--- src/rtl/apir_cfg_pkg.sv ---
// Shared definitions for the DSP slice configuration chain loaders:
// the loader FSM state type, the operation manager chain length and a
// small integer helper used to size word counters.
package apir_cfg_pkg;

  typedef enum logic [1:0] {
    IDLE    = 2'd0,
    COLLECT = 2'd1,
    SHIFT   = 2'd2,
    DONE    = 2'd3
  } cfg_load_state_t;

  localparam int OPMGR_CHAIN_LEN = 18;

  function automatic int ceil_div(input int num, input int den);
    return (num + den - 1) / den;
  endfunction

endpackage

--- src/rtl/cfg_shift_serializer.sv ---
// Image register, bit counter and chain-facing output flops of the
// configuration loader. Words are written into the image under the load
// strobe; while go is held the image is presented MSB first, one bit per
// cycle, with a registered enable. Optional tail capture is built only
// when CFG_READBACK_EN is defined.
module cfg_shift_serializer
  import apir_cfg_pkg::*;
#(
  parameter int CHAIN_LEN = OPMGR_CHAIN_LEN,
  parameter int WORD_W    = 32,
  parameter int WCNT_W    = 1
) (
  input  logic                 clk,
  input  logic                 rst_n,
  input  logic                 load,
  input  logic                 go,
  input  logic [WCNT_W-1:0]    word_idx,
  input  logic [WORD_W-1:0]    word_data,
  input  logic                 configuration_output,
  output logic                 configuration_enable,
  output logic                 configuration_input,
  output logic                 shift_last,
  output logic [CHAIN_LEN-1:0] readback_data
);

  localparam int CNT_W = $clog2(CHAIN_LEN + 1);

  logic [CHAIN_LEN-1:0] image;
  logic [CNT_W-1:0]     bit_cnt;
  logic                 tap;

  assign shift_last = (bit_cnt == CNT_W'(CHAIN_LEN));

  // Write the bits of the image that belong to the current word; bits of
  // the word that land at or above CHAIN_LEN simply have no destination.
  always_ff @(posedge clk) begin
    if (!rst_n) begin
      image <= '0;
    end else if (load) begin
      for (int b = 0; b < CHAIN_LEN; b++) begin
        if (word_idx == WCNT_W'(b / WORD_W)) begin
          image[b] <= word_data[b % WORD_W];
        end
      end
    end
  end

  // Select the image bit for the next shift: count 0 picks the MSB, the
  // final count picks bit 0.
  always_comb begin
    tap = 1'b0;
    for (int b = 0; b < CHAIN_LEN; b++) begin
      if (bit_cnt == CNT_W'(CHAIN_LEN - 1 - b)) begin
        tap = image[b];
      end
    end
  end

  // Drive the chain: one enabled bit per cycle until CHAIN_LEN bits are
  // out, then hold the count saturated until go drops, which clears it.
  always_ff @(posedge clk) begin
    if (!rst_n) begin
      bit_cnt              <= '0;
      configuration_enable <= 1'b0;
      configuration_input  <= 1'b0;
    end else if (go && !shift_last) begin
      bit_cnt              <= bit_cnt + 1'b1;
      configuration_enable <= 1'b1;
      configuration_input  <= tap;
    end else if (go) begin
      configuration_enable <= 1'b0;
      configuration_input  <= 1'b0;
    end else begin
      bit_cnt              <= '0;
      configuration_enable <= 1'b0;
      configuration_input  <= 1'b0;
    end
  end

`ifdef CFG_READBACK_EN
  // Capture the old chain contents as they fall out of the tail; the k-th
  // enabled edge (count k+1) fills readback bit CHAIN_LEN-1-k.
  always_ff @(posedge clk) begin
    if (!rst_n) begin
      readback_data <= '0;
    end else if (go && configuration_enable) begin
      for (int b = 0; b < CHAIN_LEN; b++) begin
        if (bit_cnt == CNT_W'(CHAIN_LEN - b)) begin
          readback_data[b] <= configuration_output;
        end
      end
    end
  end
`else
  logic unused_tail;

  assign unused_tail   = configuration_output;
  assign readback_data = '0;
`endif

endmodule

--- src/rtl/config_chain_loader.sv ---
// Serial configuration loader for the DSP slice configuration chain.
// Collects NUM_WORDS image words over a valid/ready handshake, then shifts
// the image MSB first into the daisy chain and pulses done. Defining
// CFG_READBACK_EN adds capture of the previous chain contents from the
// chain tail; otherwise readback_data and readback_valid stay at 0.
module config_chain_loader
  import apir_cfg_pkg::*;
#(
  parameter int CHAIN_LEN = OPMGR_CHAIN_LEN,
  parameter int WORD_W    = 32
) (
  input  logic                 clk,
  input  logic                 rst_n,
  input  logic                 cfg_start,
  input  logic                 cfg_abort,
  input  logic                 cfg_word_valid,
  output logic                 cfg_word_ready,
  input  logic [WORD_W-1:0]    cfg_word_data,
  output logic                 busy,
  output logic                 done,
  output logic                 configuration_enable,
  output logic                 configuration_input,
  input  logic                 configuration_output,
  output logic [CHAIN_LEN-1:0] readback_data,
  output logic                 readback_valid
);

  localparam int NUM_WORDS = ceil_div(CHAIN_LEN, WORD_W);
  localparam int WCNT_W    = (NUM_WORDS > 1) ? $clog2(NUM_WORDS) : 1;

  cfg_load_state_t   state;
  cfg_load_state_t   state_next;
  logic [WCNT_W-1:0] word_cnt;
  logic              handshake;
  logic              last_word;
  logic              shift_last;
  logic              load;
  logic              go;

  assign cfg_word_ready = (state == COLLECT);
  assign busy           = (state != IDLE);
  assign done           = (state == DONE);
  assign handshake      = cfg_word_valid & cfg_word_ready;
  assign last_word      = (word_cnt == WCNT_W'(NUM_WORDS - 1));
  assign load           = handshake & ~cfg_abort;
  assign go             = (state == SHIFT) & ~cfg_abort;

`ifdef CFG_READBACK_EN
  assign readback_valid = (state == DONE);
`else
  assign readback_valid = 1'b0;
`endif

  // Loader state register.
  always_ff @(posedge clk) begin
    if (!rst_n) begin
      state <= IDLE;
    end else begin
      state <= state_next;
    end
  end

  // Next-state logic; abort takes priority over every other exit.
  always_comb begin
    state_next = state;
    case (state)
      IDLE: begin
        if (cfg_start && !cfg_abort) begin
          state_next = COLLECT;
        end
      end
      COLLECT: begin
        if (cfg_abort) begin
          state_next = IDLE;
        end else if (handshake && last_word) begin
          state_next = SHIFT;
        end
      end
      SHIFT: begin
        if (cfg_abort) begin
          state_next = IDLE;
        end else if (shift_last) begin
          state_next = DONE;
        end
      end
      DONE: begin
        state_next = IDLE;
      end
      default: begin
        state_next = IDLE;
      end
    endcase
  end

  // Word counter: indexes the image slice of the next accepted word and is
  // cleared whenever the loader is not collecting.
  always_ff @(posedge clk) begin
    if (!rst_n) begin
      word_cnt <= '0;
    end else if (state != COLLECT || cfg_abort) begin
      word_cnt <= '0;
    end else if (handshake) begin
      word_cnt <= last_word ? '0 : word_cnt + 1'b1;
    end
  end

  cfg_shift_serializer #(
    .CHAIN_LEN (CHAIN_LEN),
    .WORD_W    (WORD_W),
    .WCNT_W    (WCNT_W)
  ) u_serializer (
    .clk                  (clk),
    .rst_n                (rst_n),
    .load                 (load),
    .go                   (go),
    .word_idx             (word_cnt),
    .word_data            (cfg_word_data),
    .configuration_output (configuration_output),
    .configuration_enable (configuration_enable),
    .configuration_input  (configuration_input),
    .shift_last           (shift_last),
    .readback_data        (readback_data)
  );

endmodule
--- config.mk ---
export PLATFORM = sky130hd
export DESIGN_NAME = config_chain_loader
export DESIGN_NICKNAME = d
export VERILOG_FILES = /design/src/rtl/apir_cfg_pkg.sv /design/src/rtl/cfg_shift_serializer.sv /design/src/rtl/config_chain_loader.sv
export SDC_FILE = /design/constraint.sdc
export NUM_CORES = 1
export LEC_CHECK = 0
export BUFFER_PORTS_ARGS = -buffer_cell sky130_fd_sc_hd__buf_2
export CAP_MARGIN = 30
export CORE_MARGIN = 5
export CORE_UTILIZATION = 48
export CTS_CLUSTER_DIAMETER = 120
export DETAILED_ROUTE_END_ITERATION = 8
export PLACE_DENSITY_LB_ADDON = 0.2
export SLEW_MARGIN = 20
export SYNTH_ARGS = -nofsm -noshare
export SYNTH_HDL_FRONTEND = slang
export SYNTH_SLANG_ARGS = --single-unit
--- constraint.sdc ---
create_clock -name clk -period 2.4 [get_ports clk]
set_input_delay 0.36 -clock clk [delete_from_list [all_inputs] [get_ports clk]]
set_output_delay 0.36 -clock clk [all_outputs]
set_load 0.05 [all_outputs]
# Word level (Yosys, flattened, before mapping)
# Cells that the tools add are included.
classes:
  add_sub_neg: 2
  eq_ne: 26
  muxes: 28
  bitwise_logic: 6
  n_reduce_logical: 13
op_table:
  columns: ["op", "count"]
  rows:
  - ["equality test 5 x 4 -> 1 bit, second input constant", 8]
  - ["equality test 5 x 3 -> 1 bit, second input constant", 4]
  - ["2-to-1 mux 1 bit", 20]
  - ["equality test 5 bit, second input constant", 3]
  - ["equality test 5 x 2 -> 1 bit, second input constant", 2]
  - ["2-to-1 mux 2 bit", 5]
  - ["2-to-1 mux 5 bit", 2]
  - ["one-hot mux 2 bit (4 select lines)", 1]
  - ["inequality test 3 x 2 -> 1 bit, second input constant", 2]
  - ["adder 5 x 1 -> 5 bit, second input constant", 1]
  - ["equality test 5 x 1 -> 1 bit, second input constant", 1]
  - ["logical NOT 5 bit", 1]
  - ["equality test 2 bit, second input constant", 2]
  - ["inequality test 2 bit, second input constant", 2]
  - ["AND reduction 2 bit", 2]
  - ["AND 1 bit", 3]
  - ["logical AND 1 bit", 3]
  - ["inverter 1 bit", 3]
  - ["AND reduction 3 bit", 1]
  - ["equality test 2 x 1 -> 1 bit, second input constant", 1]
  - ["logical NOT 1 bit", 2]
  - ["logical NOT 2 bit", 1]
  - ["inequality test 2 x 1 -> 1 bit, second input constant", 1]
  - ["nonzero test 2 bit", 1]
  - ["3 further kinds", 3]
word_totals:
  reg_bits: 28
  inputBits: 38
  output_inout_bits: 24
  word_cells: 81

# Longest topological paths before layout
# Gate-level depths: netlist of the first run.
logic_depth:
  word_depth: 19
  ltp_mapped: 9

# By module
# Synthesis of the first run repeated with hierarchy kept, for this count alone.
hier_totals:
  cells_unflattened: 203
  area_unflattened_um2: 1621.6
modules_own_cells:
  columns: ["module", "instances", "cells_each", "area_each_um2", "seq_area_each_um2"]
  rows:
  - ["cfg_shift_serializer", 1, 186, 1485.2, 500.5]
  - ["config_chain_loader", 1, 17, 136.4, 40.0]

# Worst setup path after synthesis of the first run
# Ideal clock, no wire load.
synth_timing:
  path_kind: "flip-flop to flip-flop"
  from: "register u_serializer.bit_cnt[0]"
  to: "register u_serializer.configuration_input"
  setup_ps: 123
  arrival_time_ps: 1594
  path_slack_ps: 684
  path_stages_with_launch: 10
  path_buffers: 1
  path_cell_list: "dfxtp_1 > inv_1 > ha_1 > buf_4 > a211oi_1 > nand2_1 > a211oi_1 > nor4_4 > o31ai_1 > o21ai_1"
synth_via:
  elab_chain_cells: 19
synth_rtl:
  columns: ["element", "line", "rtl"]
  rows:
  - ["start: declaration", "cfg_shift_serializer.sv:29", "logic [CNT_W-1:0] bit_cnt;"]
  - ["start signal: assignment", "cfg_shift_serializer.sv:67", "bit_cnt <= bit_cnt + 1'b1;"]
  - ["equality test 5 bit", "cfg_shift_serializer.sv:53", "if (bit_cnt == CNT_W'(CHAIN_LEN - 1 - b)) begin"]
  - ["2-to-1 mux 1 bit (18 in a row)", "cfg_shift_serializer.sv:53", null]
  - ["end signal: assignment", "cfg_shift_serializer.sv:69", "configuration_input <= tap;"]
  - ["end: declaration", "cfg_shift_serializer.sv:21", "output logic configuration_input,"]
# Parallel ways exist; a longest one is shown, timed or not.
# A chain may end at the register's enable or synchronous reset.

# Worst setup path after layout of the first run
# Ends and elaborated chain as after synthesis.

==> metrics, run 1 <==
Post-synth EDFFs 0; number of port buffers 27; Die Y-Extent 67.5 um; Slowest cell on crit path dfxtp_1; # fillers 330; clk root buf clkbuf_4; Synth Area in Simple Gates 25.7%; Max Freq 482 MHz; via count 1282; Multi-input gate area 877 sq um; Final min period 2070 ps; total wire length 2.97 mm; Crit Reg-Reg Endpoint u_serializer.configuration_input; DP HPWL 2.28 mm; Core Util, Final 53.6%; Critical Path End u_serializer.configuration_input; layout cell share with drive strength beyond 1 17.3%; pwr dens 461 nW/um^2; FF-to-FF path depth 8; via density per instance 4.86; Worst Hold Class input port to register; first-pass GRT wire length 4.75 mm; drc violations 0; RSZ-0062 raised after global routing false; Pins Over Slew Limit 0; post-synthesis mux area share 1.97%; antenna violations before repair 0; clk_lat worst skew 330 ps; peak supply drop 0.271 mV; crit-path cells inv_1 > ha_1 > nand2_1 > o21ai_0 > mux2_2 > o311a_1 > a311oi_1 > o21ai_1; crit path kind register to register; minimum hold slack 257 ps; All-Layer GR Usage 13.7%; # IOs 62; Worst Tran Pin Value 672 ps; leak pwr 0.644 nW; status completed; Initial Utilization 51.2%; Syn Inst Count 199; CTS tree built; Clock Sinks 27; Worst setup SP type register; Layout area overhead 4.72%; clock tree buffer depth 2; DIE AREA 4560 sq um; first drt pass iteration count 4; Slew HR 55.2%; register area share after synthesis 34.0%; sequential standard cell area 541 sq um; Mapped Area 1590 sq um; syn avg cell area 7.99 sq um; Worst-path clk slew 140 ps; vias in the first global route 1081; Critical Path RT 2630 ps; grt ovf 0; worst r2r src u_serializer.bit_cnt[0]; CP Max Fanout 11; GPL Wtd Cong 0.780; Worst Skew 10.2 ps; row count 20; Yosys reg bits 27; CP Capture Type register; Placed Cells 260; launch point of the critical path u_serializer.bit_cnt[0]; CP delay by family, top compound AO/OA/AOI/OAI gates; core area 3100 sq um; Setup TNS Final 0 ps; Synth cell types 39; # H-tree levels 1; Routed wire per std cell 11.2 um; Setup Viol. Count Final 0; Final #Nets 264; main combinational cell family by area after synthesis simple AND/OR/NAND/NOR gates; cell taking the most area after synthesis dfxtp_1; Primary FF master, synth dfxtp_1; Fin. Hold Viols 0; cts hold-fix bufs 0; slowest stage delay, CP 420 ps; die width 67.5 um; WP buf/inv 1; period utilization 86.4%; FFs w/ async S/R, synth 0%; largest net degree at the start of global routing 20; DRT antenna net count 0; Synth top area share 34.0%; R2R Setup Slk 330 ps; Synth Area in Adders 3.94%; CTS resizes 0; critical path depth 8; xor-xnor portion of the synthesized cell area 1.10%; Finished Layout Cells 264; top post-synthesis cells by area dfxtp_1 (34%), nand2_1 (12%), buf_4 (11%); Max Cap Violations 0; Critical Path AT 2300 ps; Synth Area in Compound Gates 18.0%; synth warn 0; antenna fix cells 0; postcts setup bufs 0; DRT iter0 DRCs 53; CTS buffer count 3
-- placed cells by master (no fill, tap or decap), types with 4 or more instances in the layout --
master | netlist | layout
conb_1 | 1 | 19
buf_2 | 2 | 27
ha_1 | 5 | 5
nand2_1 | 50 | 50
nor2b_1 | 4 | 4
a21boi_0 | 18 | 18
nor2_1 | 9 | 9
inv_1 | 6 | 6
a21oi_1 | 11 | 11
dfxtp_1 | 27 | 27
-- cell families after synthesis --
logic type,after synthesis
adder cells (fa/ha/maj),5
buffers and inverters,35
flip-flops,27
multiplexers,3
AO/OA/AOI/OAI,42
XOR/XNOR,2
AND/OR/NAND/NOR,84
other,1
-- per-stage QoR --
step | cell area, sq um | setup slack (ps) | total power [mW]
floorplan | 1660 | 684 | 0.582
global placement | 1640 | 371 | 0.581
detailed placement | 1640 | 332 | 0.582
finish | 1660 | 326 | 0.768
CTS | 1660 | 319 | 0.779
global route | 1660 | 149 | 0.806
-- report_power, final --
part,switching [mW],total [mW],internal (mW)
Combinational,0.0911,0.116,0.0246
Clock,0.130,0.195,0.0651
Sequential,0.00326,0.457,0.453
Total,0.225,0.768,0.543
-- metal layers --
layer | track usage (%) | vias to the layer above | wire length [um]
li1 | - | 665 | -
met1 | 17.7 | 577 | 1430
met2 | 21.3 | 35 | 1290
met3 | 4.33 | 5 | 215
met4 | 4.56 | 0 | 30
met5 | 0 | - | 0
-- registers in the layout, indices dropped and copies added, names as in the netlist --
| signal | flops |
|---|---|
| u_serializer.configuration_enable | 1 |
| u_serializer.bit_cnt | 5 |
| u_serializer.image | 18 |
| u_serializer.configuration_input | 1 |
| state | 2 |
-- cells in the mapped netlist (3+ instances only) --
cell and count:
a21boi_0 18, a21oi_1 11, buf_4 24, dfxtp_1 27
ha_1 5, inv_1 6, nand2_1 50, nand3_1 3
nor2_1 9, nor2b_1 4, o21ai_0 3
-- worst register-to-register path, stage by stage (launching register included) --
cell and delay (ps):
dfxtp_1 420, inv_1 110, ha_1 350, nand2_1 110, o21ai_0 70, mux2_2 280
o311a_1 300, a311oi_1 230, o21ai_1 110
-- how the worst min path moves through the flow --
stage | end | depth (start not counted) | start | slack, ps
2_1_floorplan | u_serializer.image[8] | 2 | u_serializer.image[8] | 440
3_3_place_gp | u_serializer.image[2] | 2 | u_serializer.image[2] | 450
3_5_place_dp | u_serializer.image[8] | 2 | u_serializer.image[8] | 460
4_1_cts | u_serializer.image[17] | 3 | cfg_word_data[17] | 250
5_1_grt | u_serializer.image[16] | 3 | cfg_word_data[16] | 240
6_report | u_serializer.image[17] | 3 | cfg_word_data[17] | 260
-- cell type report --
class,count,share of cell area (%)
multi-input cells,155,52.7
clock buffers,4,1.58
repair buffers,28,8.57
inverters,6,1.35
well taps,44,3.31
flip-flops and latches,27,32.5
(Power assumes the default switching activity.)
==> inputs of run 2 (changes only) <==
CORE_ASPECT_RATIO = 1.1   (was unset)
PLACE_DENSITY = 0.79   (was unset)
PLACE_DENSITY_LB_ADDON = unset   (was 0.2)
==> run 2 against run 1 <==
Clock skew fell by 8.8 ps. Flip-flop and latch count did not move. Core utilization decreased by 3.1 points. Hold slack improved by 10 ps. Power is 1.1% lower.
==> metrics, run 2 (synthesis results as in run 1) <==
status completed; crit-path cells inv_1 > ha_1 > nor4bb_1 > a21oi_1 > a211oi_1 > nor4_4 > o31ai_1 > o21ai_1; Worst Skew 1.37 ps; vias in the first global route 1157; crit path kind register to register; R2R Setup Slk 360 ps; Final min period 2040 ps; DP HPWL 2.27 mm; number of port buffers 27; All-Layer GR Usage 13.3%; leak pwr 0.644 nW; Pins Over Slew Limit 0; Max Cap Violations 0; Die Y-Extent 70.3 um; clk_lat worst skew 320 ps; die width 64.9 um; peak supply drop 0.326 mV; total wire length 2.93 mm; Slew HR 56.3%; Worst Tran Pin Value 654 ps; Worst setup SP type register; Layout area overhead 4.09%; via count 1283; Place WS 381 ps; Setup TNS Final 0 ps; Slowest cell on crit path ha_1; RSZ-0062 raised after global routing false; Critical Path AT 2260 ps; Regs by FF count u_serializer.image: 18 flops, u_serializer.bit_cnt: 5 flops, state: 2 flops; # H-tree levels 1; antenna violations before repair 0; layout cell share with drive strength beyond 1 17.3%; CTS resizes 0; clock tree buffer depth 2; drc violations 0; largest net degree at the start of global routing 20; row count 22; Routed wire per std cell 11.4 um; Largest Register u_serializer.image; core area 3280 sq um; Setup Viol. Count Final 0; commonest cells after routing, fill and taps aside nand2_1 (50), buf_2 (27), dfxtp_1 (27); slowest stage delay, CP 430 ps; first-pass GRT wire length 4.93 mm; CTS buffer count 3; first drt pass iteration count 4; Worst Hold Class input port to register; Worst-path clk slew 130 ps; total power 0.759 mW; CP Capture Type register; period utilization 85.1%; Critical Path RT 2620 ps; Final #Nets 264; setup slack after layout 359 ps; most common cell after layout, fill and taps aside nand2_1; CTS tree built; cts hold-fix bufs 0; Initial Utilization 48.5%; Max Freq 490 MHz; # IOs 62; DRT antenna net count 0; grt ovf 0; DIE AREA 4560 sq um; postcts setup bufs 0; CP Max Fanout 13; GPL Wtd Cong 0.845; DRT iter0 DRCs 37; pwr dens 459 nW/um^2; Fin. Hold Viols 0; antenna fix cells 0; Clock Sinks 27; clk root buf clkbuf_4; max reg flops 18; via density per instance 5.01
## run 2: cell counts in the layout (fill, tap and decap cells not counted)
No cell type changed its count.
## run 2: power breakdown
group | switching, mW | total [mW] | internal [mW]
Combinational | 0.0909 | 0.115 | 0.0245
Clock | 0.122 | 0.187 | 0.0651
Sequential | 0.00326 | 0.456 | 0.453
Total | 0.216 | 0.759 | 0.543
## run 2: layer usage
metal / wire length [um] / GRT usage, % / vias to the layer above
li1: - / - / 670
met1: 1290 / 16.0 / 570
met2: 1400 / 23.3 / 38
met3: 187 / 1.77 / 5
met4: 53 / 5.63 / 0
met5: 0 / 0 / -
## run 2: per-stage QoR
step,hold WS [ps],utilization (%),instance area (sq um),std cells
floorplan,440,-,1660,217
detailed placement,458,49.7,1630,252
finish,267,50.5,1650,256
global placement,448,49.7,1630,252
global route,255,50.5,1650,256
CTS,256,50.5,1650,256
## run 2: worst max-delay path: cells and delay by family, from the launching register on
family | cells | cell delay, ps
AND/OR/NAND/NOR | 2 | 380
flip-flops | 1 | 360
buffers and inverters | 1 | 120
AO/OA/AOI/OAI | 4 | 650
adder cells (fa/ha/maj) | 1 | 430
## run 2: path summary, 6_finish.rpt
| kind | to | depth (start not counted) | from |
|---|---|---|---|
| min | u_serializer.image[11] | 3 | cfg_word_data[11] |
| min reg2reg | u_serializer.image[6] | 2 | u_serializer.image[6] |
| max reg2reg | u_serializer.configuration_input | 8 | u_serializer.bit_cnt[0] |
| max | u_serializer.configuration_input | 8 | u_serializer.bit_cnt[0] |
## run 2: cell type report
type	count	area, sq um
Clock buffer	4	26.3
Fill cell	344	1620
Inverter	6	22.5
Multi-Input combinational cell	155	877
Sequential cell	27	541
Tap cell	36	45.0
Timing Repair Buffer	28	143
==> inputs of run 3 (changes only) <==
CORE_UTILIZATION = 50   (was 48)
CTS_BUF_LIST = sky130_fd_sc_hd__clkbuf_4 sky130_fd_sc_hd__clkbuf_8   (was unset)
PLACE_DENSITY = 0.82   (was 0.79)
==> run 3 against run 2 <==
Maximum frequency decreased by 0.70%. Global-route usage decreased by 0.60 points. Flip-flop and latch count unchanged. Clock skew increased by 5.4 ps. Hold slack got worse by 16 ps. Sequential power about the same. Critical path depth unchanged. Wire length decreased by 3.6%. Non-clock buffer count increased by 1. Power increased by 1.9%. Final cell count decreased by 0.39%. Highest routed layer unchanged.
==> metrics, run 3 (synthesis results as in run 1) <==
status completed; # fillers 311; clk root buf clkbuf_4; Clock Sinks 27; period utilization 85.7%; antenna violations before repair 0; Largest Register u_serializer.image; RSZ-0062 raised after global routing false; Pins Over Slew Limit 0; Final min period 2060 ps; GPL Wtd Cong 0.827; Slowest cell on crit path ha_1; Max Freq 486 MHz; Layout area overhead 4.65%; Worst Tran Pin Value 622 ps; CTS tree built; pwr dens 465 nW/um^2; Placed Cells 251; DP HPWL 2.17 mm; Multi-input gate area 877 sq um; number of port buffers 27; Die Y-Extent 69.1 um; row count 21; drc violations 0; Slew HR 58.5%; CP Capture Type register; CTS buffer count 3; first drt pass iteration count 4; Fin. Hold Viols 0; die width 63.8 um; cts hold-fix bufs 0; antenna fix cells 0; Worst Hold Class input port to register; leak pwr 0.649 nW; Initial Utilization 52.1%; most common cell after layout, fill and taps aside nand2_1; # IOs 62; Hold Path Depth 3; largest net degree at the start of global routing 20; All-Layer GR Usage 12.7%; slowest stage delay, CP 410 ps; grt ovf 0; Setup TNS Final 0 ps; total wire length 2.83 mm; clk_lat worst skew 330 ps; peak supply drop 0.393 mV; Critical Path AT 2280 ps; via density per instance 5.04; layout cell share with drive strength beyond 1 18.1%; Final #Nets 265; Setup Viol. Count Final 0; postcts setup bufs 0; Finished Layout Cells 255; Max Cap Violations 0; core area 3050 sq um; Critical Path RT 2620 ps; Regs by FF count u_serializer.image: 18 flops, u_serializer.bit_cnt: 5 flops, state: 2 flops; Worst-path clk slew 150 ps; first-pass GRT wire length 4.74 mm; crit-path cells inv_1 > ha_1 > nor4bb_1 > a21oi_1 > a211oi_1 > nor4_4 > o31ai_1 > o21ai_1; via count 1286; sequential standard cell area 541 sq um; commonest cells after routing, fill and taps aside nand2_1 (50), buf_2 (27), dfxtp_1 (27); # H-tree levels 1; CP Max Fanout 13; DRT iter0 DRCs 16; Worst Skew 6.75 ps; FF-to-FF path depth 8; max reg flops 18; crit path kind register to register; Worst setup SP type register; CTS resizes 0; DIE AREA 4410 sq um; vias in the first global route 1139; clock tree buffer depth 2; DRT antenna net count 0; Routed wire per std cell 11.1 um
-- run 3: changes by cell type in the layout (fill, tap and decap cells not counted) --
cell,delta
clkbuf_1,-1
buf_4,+1
clkinvlp_4,+1
-- run 3: path summary, 6_finish.rpt --
check                                             start                          endpoint  slack, ps
worst max register to register  u_serializer.bit_cnt[0]  u_serializer.configuration_input        340
worst min-delay path                   cfg_word_data[4]             u_serializer.image[4]        250
worst max-delay path            u_serializer.bit_cnt[0]  u_serializer.configuration_input        340
worst min register to register    u_serializer.image[8]             u_serializer.image[8]        470
-- run 3: where the power goes --
| part | switching [mW] | internal, mW |
|---|---|---|
| logic | 0.0902 | 0.0246 |
| clock network | 0.139 | 0.0638 |
| registers | 0.00309 | 0.454 |
-- run 3: layer usage --
| layer | track usage (%) | wire [um] | up-vias |
|---|---|---|---|
| met4 | 4.16 | 35 | 0 |
| li1 | - | - | 669 |
| met2 | 23.1 | 1410 | 33 |
| met5 | 0 | 0 | - |
| met1 | 14.7 | 1190 | 579 |
| met3 | 2.11 | 189 | 5 |
-- run 3: area by class of cell --
class                   count  share of cell area [%]
clock buffers               3                    1.35
clock inverters             1                   0.451
inverters                   6                    1.35
multi-input cells         155                    52.7
flip-flops and latches     27                    32.5
well taps                  34                    2.56
repair buffers             29                    9.03
-- run 3: stage by stage --
stage	setup WS, ps	area, sq um	hold WS (ps)	utilization, %	total power, mW
floorplan	684	1660	440	-	0.582
global placement	376	1630	455	53.6	0.580
detailed placement	364	1630	457	53.6	0.581
CTS	325	1660	248	54.6	0.781
global route	185	1660	241	54.6	0.807
finish	344	1660	251	54.6	0.774
-- run 3: critical path: cells and delay by family, from the launching register on --
family | cells | cell delay, ps
compound gates | 4 | 660
fa+ha+maj | 1 | 410
simple gates | 2 | 390
flops | 1 | 370
buf+inv | 1 | 120
